`config.mk`:
```
export PLATFORM = sky130hd
export DESIGN_NAME = sram_controller
export DESIGN_NICKNAME = d
export VERILOG_FILES = /design/src/rtl/sram_controller.sv
export SDC_FILE = /design/constraint.sdc
export NUM_CORES = 1
export LEC_CHECK = 0
export ABC_AREA = 0
export BUFFER_PORTS_ARGS = -buffer_cell sky130_fd_sc_hd__buf_4
export CAP_MARGIN = 20
export CELL_PAD_IN_SITES_DETAIL_PLACEMENT = 1
export CELL_PAD_IN_SITES_GLOBAL_PLACEMENT = 1
export CORE_MARGIN = 2
export CORE_UTILIZATION = 39
export CTS_CLUSTER_SIZE = 40
export DETAILED_ROUTE_END_ITERATION = 16
export PLACE_DENSITY = 0.8
export SLEW_MARGIN = 20
export SYNTH_ARGS = -nofsm -noshare
export SYNTH_HDL_FRONTEND = slang
export SYNTH_SLANG_ARGS = --single-unit
```
`constraint.sdc`:
```
create_clock -name clk -period 4.9 [get_ports clk]
set_input_delay 1.225 -clock clk [delete_from_list [all_inputs] [get_ports clk]]
set_output_delay 1.225 -clock clk [all_outputs]
set_load 0.01 [all_outputs]
```
`src/rtl/sram_controller.sv`:
```
// 32-bit word load/store responder for the MEM stage, split into two 16-bit
// accesses on an asynchronous SRAM with ACCESS_CYC clocks per half.
//
// state | meaning
// IDLE  | waiting for rd_en/wr_en; ready is ~(rd_en|wr_en)
// LO    | low half-word access at {idx,0}, ACCESS_CYC cycles
// HI    | high half-word access at {idx,1}, ACCESS_CYC cycles
// DONE  | one-cycle completion, ready=1, then back to IDLE
module sram_controller #(
    parameter int ADDR_W     = 18,
    parameter int BASE_ADDR  = 1024,
    parameter int ACCESS_CYC = 2
) (
    input  logic              clk,
    input  logic              rst,
    input  logic              rd_en,
    input  logic              wr_en,
    input  logic [31:0]       address,
    input  logic [31:0]       write_data,
    output logic [31:0]       read_data,
    output logic              ready,
    output logic [ADDR_W-1:0] sram_addr,
    output logic [15:0]       sram_dq_out,
    output logic              sram_dq_oe,
    input  logic [15:0]       sram_dq_in,
    output logic              sram_we_n,
    output logic              sram_oe_n
);

    typedef enum logic [1:0] {IDLE, LO, HI, DONE} state_t;

    localparam logic [3:0] CNT_LAST = 4'(ACCESS_CYC - 1);

    state_t            state, state_nxt;
    logic [3:0]        cnt;
    logic              op_wr;
    logic [ADDR_W-2:0] idx;
    logic [15:0]       wdata_hi;
    logic [31:0]       offs;
    logic [ADDR_W-2:0] req_idx;
    logic              req;
    logic              last;
    logic              busy;
    logic              unused_addr_bits;

    // Subtraction wraps naturally, so addresses below BASE_ADDR alias high words.
    assign offs             = address - 32'(BASE_ADDR);
    assign req_idx          = offs[ADDR_W:2];
    assign unused_addr_bits = ^{offs[31:ADDR_W+1], offs[1:0]};
    assign req              = rd_en | wr_en;
    assign last             = (cnt == CNT_LAST);

    always_ff @(posedge clk or posedge rst) begin
        if (rst) state <= IDLE;
        else     state <= state_nxt;
    end

    always_comb begin
        state_nxt  = state;
        ready      = 1'b0;
        busy       = 1'b0;
        sram_dq_oe = 1'b0;
        sram_we_n  = 1'b1;
        sram_oe_n  = 1'b1;
        case (state)
            IDLE: begin
                ready = ~req;
                if (req) state_nxt = LO;
            end
            LO: begin
                busy = 1'b1;
                if (last) state_nxt = HI;
            end
            HI: begin
                busy = 1'b1;
                if (last) state_nxt = DONE;
            end
            DONE: begin
                ready     = 1'b1;
                state_nxt = IDLE;
            end
            default: state_nxt = IDLE;
        endcase
        // Strobes decode only registered state so an async reset clears them at once.
        if (busy) begin
            sram_dq_oe = op_wr;
            sram_we_n  = ~(op_wr & ~last);
            sram_oe_n  = op_wr;
        end
    end

    always_ff @(posedge clk or posedge rst) begin
        if (rst) begin
            cnt         <= '0;
            op_wr       <= 1'b0;
            idx         <= '0;
            wdata_hi    <= '0;
            read_data   <= '0;
            sram_addr   <= '0;
            sram_dq_out <= '0;
        end else begin
            case (state)
                IDLE: begin
                    if (req) begin
                        op_wr       <= wr_en;
                        idx         <= req_idx;
                        wdata_hi    <= write_data[31:16];
                        cnt         <= '0;
                        sram_addr   <= {req_idx, 1'b0};
                        sram_dq_out <= write_data[15:0];
                    end
                end
                LO: begin
                    if (last) begin
                        cnt         <= '0;
                        sram_addr   <= {idx, 1'b1};
                        sram_dq_out <= wdata_hi;
                        if (!op_wr) read_data[15:0] <= sram_dq_in;
                    end else begin
                        cnt <= cnt + 4'd1;
                    end
                end
                HI: begin
                    if (last) begin
                        cnt <= '0;
                        if (!op_wr) read_data[31:16] <= sram_dq_in;
                    end else begin
                        cnt <= cnt + 4'd1;
                    end
                end
                default: ;
            endcase
        end
    end

endmodule
```
* After elaboration in Yosys (flattened, before gate mapping)
Index checks and enable logic that the tools add are counted.
Word-level totals: flip-flop bits (word level) 106, bits of input ports 84, output and inout port bits 70, word-level logic and storage cells 52
Cells by class: $add $sub $neg 2, equality and inequality tests 7, multiplexer cells 18, bitwise operators 6, reduce and logical (&&, ||, !) cells 10
Operators by type and width (count):
- 18-bit 2-to-1 mux | 2
- 18-bit case mux with 2 select lines | 1
- 16-bit 2-to-1 mux | 2
- 16-bit case mux with 2 select lines | 1
- 19-bit by 11-bit subtractor with 19-bit output (second input constant) | 1
- 3-bit AND reduction | 4
- 4-bit 2-to-1 mux | 2
- 2-bit case mux with 4 select lines | 1
- 4-bit case mux with 2 select lines | 1
- 2-bit 2-to-1 mux | 3
- 2-bit inequality test (second input constant) | 3
- 4-bit by 1-bit adder with 4-bit output (second input constant) | 1
- 2-bit == test (second input constant) | 2
- 4-bit by 1-bit == test with 1-bit output (second input constant) | 1
- 1-bit 2-to-1 mux | 4
- 1-bit inverter | 4
- 2-bit AND reduction | 2
- 2-bit nonzero test | 2
- 2-bit by 1-bit == test with 1-bit output (second input constant) | 1
- 2-bit zero test | 1
- 1-bit case mux with 2 select lines | 1
- 2-bit OR reduction | 1
- 1-bit bitwise AND | 1
- 1-bit bitwise OR | 1

* Longest topological paths before layout
depth after elaboration 5, depth in mapped cells 9, gate-level depth less buffers 6

* Worst setup path before layout
No wires, ideal clock.
path type input to output, start in wr_en, end out ready, arrival 1.761 ns, required time 3.675 ns, slack 1.914 ns, cell stages on the path 3, buffers on the path 0, cell sequence nor3b_1 nor2_1 nor2_1
Between the ends: longest elaborated chain between the ends 3
RTL lines:
- start, declared | line 17 | input logic wr_en,
- 1-bit bitwise OR | line 50 | assign req = rd_en | wr_en;
- 1-bit inverter | line 67 | ready = ~req;
- 1-bit case mux with 2 select lines | line 65 | case (state)
- end, declared | line 21 | output logic ready,
Every way passes these cells.

* Worst setup path after layout
Same ends and word-level chain as after synthesis.

==> impl_metrics.ini <==
[worst_setup_path]
cp_bufs_invs = 2
crit_chain = buf_4 > nor3b_1 > nor2_1 > nor2_1 > buf_4
worst-endpoint-arrival_ns = 2.13
worst_path_largest_cell_delay_ns = 0.46
critPathTopFamily = simple AND/OR/NAND/NOR gates
critical_path.max_fanout = 4
worstSetupStartpointType = input pin
critPathCaptureType = primary output
path_class = in -> out
worst-endpoint-required_ns = 3.67
cp_slowest_cell = sky130_fd_sc_hd__nor3b_1

[sta]
finalClockSkew_ns = 0.00657
final-hold-violation-count = 0
setup_ws_ns = 1.54
period_minus_slack_ns = 3.36
final.setup.tns_ns = 0
timing.slew.headroom = 0.351
layout_worst_path_cycle_share = 0.685
rsz_0062_raised_after_global_routing = no
setup_violations = 0
fmaxAchievable_mhz = 298
slew_violations = 0
tightest_slew_ns = 0.974

[yosys]
yosysWarningCount = 0
synth-main-ff-cell = sky130_fd_sc_hd__dfrtp_1
synth_compound_gate_area_share = 0.0735
most_numerous_cell_in_the_yosys_netlist = sky130_fd_sc_hd__dfrtp_1
netlist_top_cells_count = sky130_fd_sc_hd__dfrtp_1, sky130_fd_sc_hd__nand2_1, sky130_fd_sc_hd__o21ai_0, sky130_fd_sc_hd__mux2_2, sky130_fd_sc_hd__mux2i_1
synth_area_in_xor_xnor = 0.0131
synthesis.nets = 467
yosysTopAreaCellShare = 0.567
postSynthRegisterBits = 106
syn_avg_cell_area_um2 = 12.5
syn-instance-count = 375
number_of_enable_flip_flop_cells_after_synthesis = 0
sequential_fraction_of_the_synthesis_area = 0.567
number_of_distinct_library_cells_after_synthesis = 36
postSynth.asyncResetShare = 1.00
synth_simple_gate_area_frac = 0.0850
synthesis.area_um2 = 4680
post_synth_main_area_contributors = sky130_fd_sc_hd__dfrtp_1, sky130_fd_sc_hd__mux2_2, sky130_fd_sc_hd__mux2_4
largest_family_of_logic_cells_by_synthesized_area = multiplexers
synth.mux.area_fraction = 0.209
post_synth_fa_ha_maj_area_fraction = 0.0214
synth_area_leader_cell = sky130_fd_sc_hd__dfrtp_1

[clock_tree]
cts.path.max_buffers = 2
insertion_delay_ns = 0.35
post_cts_hold_buffer_count = 0
clock_sink_count = 106
post_cts_buffers = 0
clk_pin_slew_worst_paths_ns = 0.06
resized_gates_after_cts = 0
htree_levels = 3
cts_inserted_buffers = 9
root_buffer = sky130_fd_sc_hd__clkbuf_16
cts_tree = yes

[power]
internal_power_w = 0.00284
cellPowerDensity_nw_per_um2 = 706
cellLeakagePower_nw = 2.98
netSwitchingFraction = 0.349
power.share.clock = 0.194
power.sequential.fraction = 0.362
power.combinational.fraction = 0.444
total_switching_power_w = 0.00152
irDropWorstVdd_v = 0.000289

[final_layout]
drive_gt1_frac = 0.443
final_cell_count_no_fill = 659
regArea_um2 = 2650
fin_nets = 599
stdcell_area_um2 = 6180
insertedDiodeCount = 0
multi_input_area_um2 = 1900
layout-area-overhead-vs-synth_pct = 32.0
filler_cell_count = 1234

[drt]
wire_per_inst_um = 17.2
firstDrtPassIters = 3
antenna_violating_nets_post_route = 0
via_count_of_the_routed_design = 3339
drt_iter0_drc = 104
route.detailed.drc = 0
drt_wl_total_um = 11300
vias_per_cell = 5.07

[global_routing]
grtUsageTotal = 0.184
largest_net_degree_at_the_start_of_global_routing = 84
grt_first_pass_wirelength_um = 18700
first_global_vias = 3646
global_route.overflow_total = 0
number_of_antenna_violations_at_the_first_check_in_global_routing = 0

[floorplan]
floorplan.die.height_um = 114
die_area_um2 = 12900
floorplan.initialDensity = 0.395
core.rowCount = 40
core_region_um2 = 11900
design.portCount = 154
dieWidth_um = 114

[min_path]
hold_path.class = reg -> reg

[placed_design]
hpwlAfterDp_um = 7890
detailedPlace.worstSlack_ns = 1.55
postPlaceCellArea_um2 = 5820
place_inst = 643
io_buffer_count = 138
routabilityCongestion = 0.750

[run_status]
outcome = completed

[run]
cap_viol_max_count = 0
## worst register-to-register path, cell delays in order, from the launching register on
cell and delay (ns):
sky130_fd_sc_hd__dfrtp_1 0.41, sky130_fd_sc_hd__inv_1 0.12, sky130_fd_sc_hd__ha_2 0.61, sky130_fd_sc_hd__a22o_2 0.93
sky130_fd_sc_hd__o21ai_0 0.27
## logic make-up (layout without fill, tap and decap cells)
logic type / after synthesis / after routing
adders and majority gates: 8 / 8
buffers and inverters: 27 / 164
muxes: 83 / 83
xor gates and xnor gates: 7 / 7
AOI/OAI and AO/OA: 60 / 60
and+or+nand+nor: 84 / 84
DFF: 106 / 106
## power groups by stage
| stage | clock network (W) | logic, W | registers [W] |
|---|---|---|---|
| finish | 0.000845 | 0.00194 | 0.00158 |
| global route | 0.000905 | 0.00214 | 0.00164 |
| CTS | 0.000863 | 0.00197 | 0.00159 |
| detailed placement | 0 | 0.00197 | 0.00159 |
| global placement | 0 | 0.00189 | 0.00156 |
| floorplan | 0 | 0.00110 | 0.00167 |
## flip-flops by register name (all words and copies together) (netlist names)
| name | cells |
|---|---|
| wdata_hi | 16 |
| read_data | 32 |
| op_wr | 1 |
| idx | 17 |
| sram_dq_out | 16 |
| sram_addr | 18 |
| cnt | 4 |
| state | 2 |
## final timing paths
check                                     from         endpoint  slack, ns  depth (start not counted)
worst min-delay path            sram_dq_out[8]   sram_dq_out[8]       0.49                          2
min in group asynchronous                  rst    read_data[15]       1.02                          2
worst max register to register        state[1]  sram_dq_out[10]       2.39                          4
max in group asynchronous                  rst    read_data[28]       3.06                          3
worst min register to register  sram_dq_out[8]   sram_dq_out[8]       0.49                          2
worst max-delay path                     wr_en            ready       1.54                          5
## per-layer routing
| layer | track usage | vias to the layer above | wire [um] | part of all wire |
|---|---|---|---|---|
| li1 | - | 1556 | - | - |
| met1 | 0.224 | 1662 | 4760 | 0.42 |
| met2 | 0.305 | 107 | 5520 | 0.49 |
| met3 | 0.0675 | 14 | 883 | 0.078 |
| met4 | 0.0569 | 0 | 183 | 0.016 |
| met5 | 0 | - | 0 | 0 |
## cell usage in the layout (no fill, tap or decap), types with 4 or more instances in the layout
cell type,netlist,final
sky130_fd_sc_hd__dfrtp_1,106,106
sky130_fd_sc_hd__nand3_1,8,8
sky130_fd_sc_hd__mux2_4,20,20
sky130_fd_sc_hd__xnor2_1,5,5
sky130_fd_sc_hd__nor2_1,8,8
sky130_fd_sc_hd__buf_4,1,141
sky130_fd_sc_hd__o211ai_1,4,4
sky130_fd_sc_hd__mux2_2,39,39
sky130_fd_sc_hd__clkbuf_16,0,9
sky130_fd_sc_hd__inv_1,7,6
sky130_fd_sc_hd__a21oi_1,5,5
sky130_fd_sc_hd__o21ai_0,46,45
sky130_fd_sc_hd__ha_1,8,7
sky130_fd_sc_hd__nand2_1,52,52
sky130_fd_sc_hd__mux2i_1,24,24
## area by class of cell
cell class / instances / area share
Clock inverter: 4 / 0.0158
Clock buffer: 12 / 0.0415
Timing Repair Buffer: 141 / 0.171
Tap cell: 147 / 0.0298
Inverter: 7 / 0.00506
Multi-Input combinational cell: 242 / 0.307
Sequential cell: 106 / 0.429
## per-stage QoR
| step | power (W) | hold slack, ns | util |
|---|---|---|---|
| 3_3_place_gp | 0.00345 | 0.461 | 0.491 |
| 6_report | 0.00436 | 0.485 | 0.521 |
| 4_1_cts | 0.00442 | 0.489 | 0.521 |
| 3_5_place_dp | 0.00356 | 0.473 | 0.491 |
| 2_1_floorplan | 0.00277 | 0.449 | - |
| 5_1_grt | 0.00468 | 0.521 | 0.521 |
Note: power is estimated with default switching activity, not from simulation.
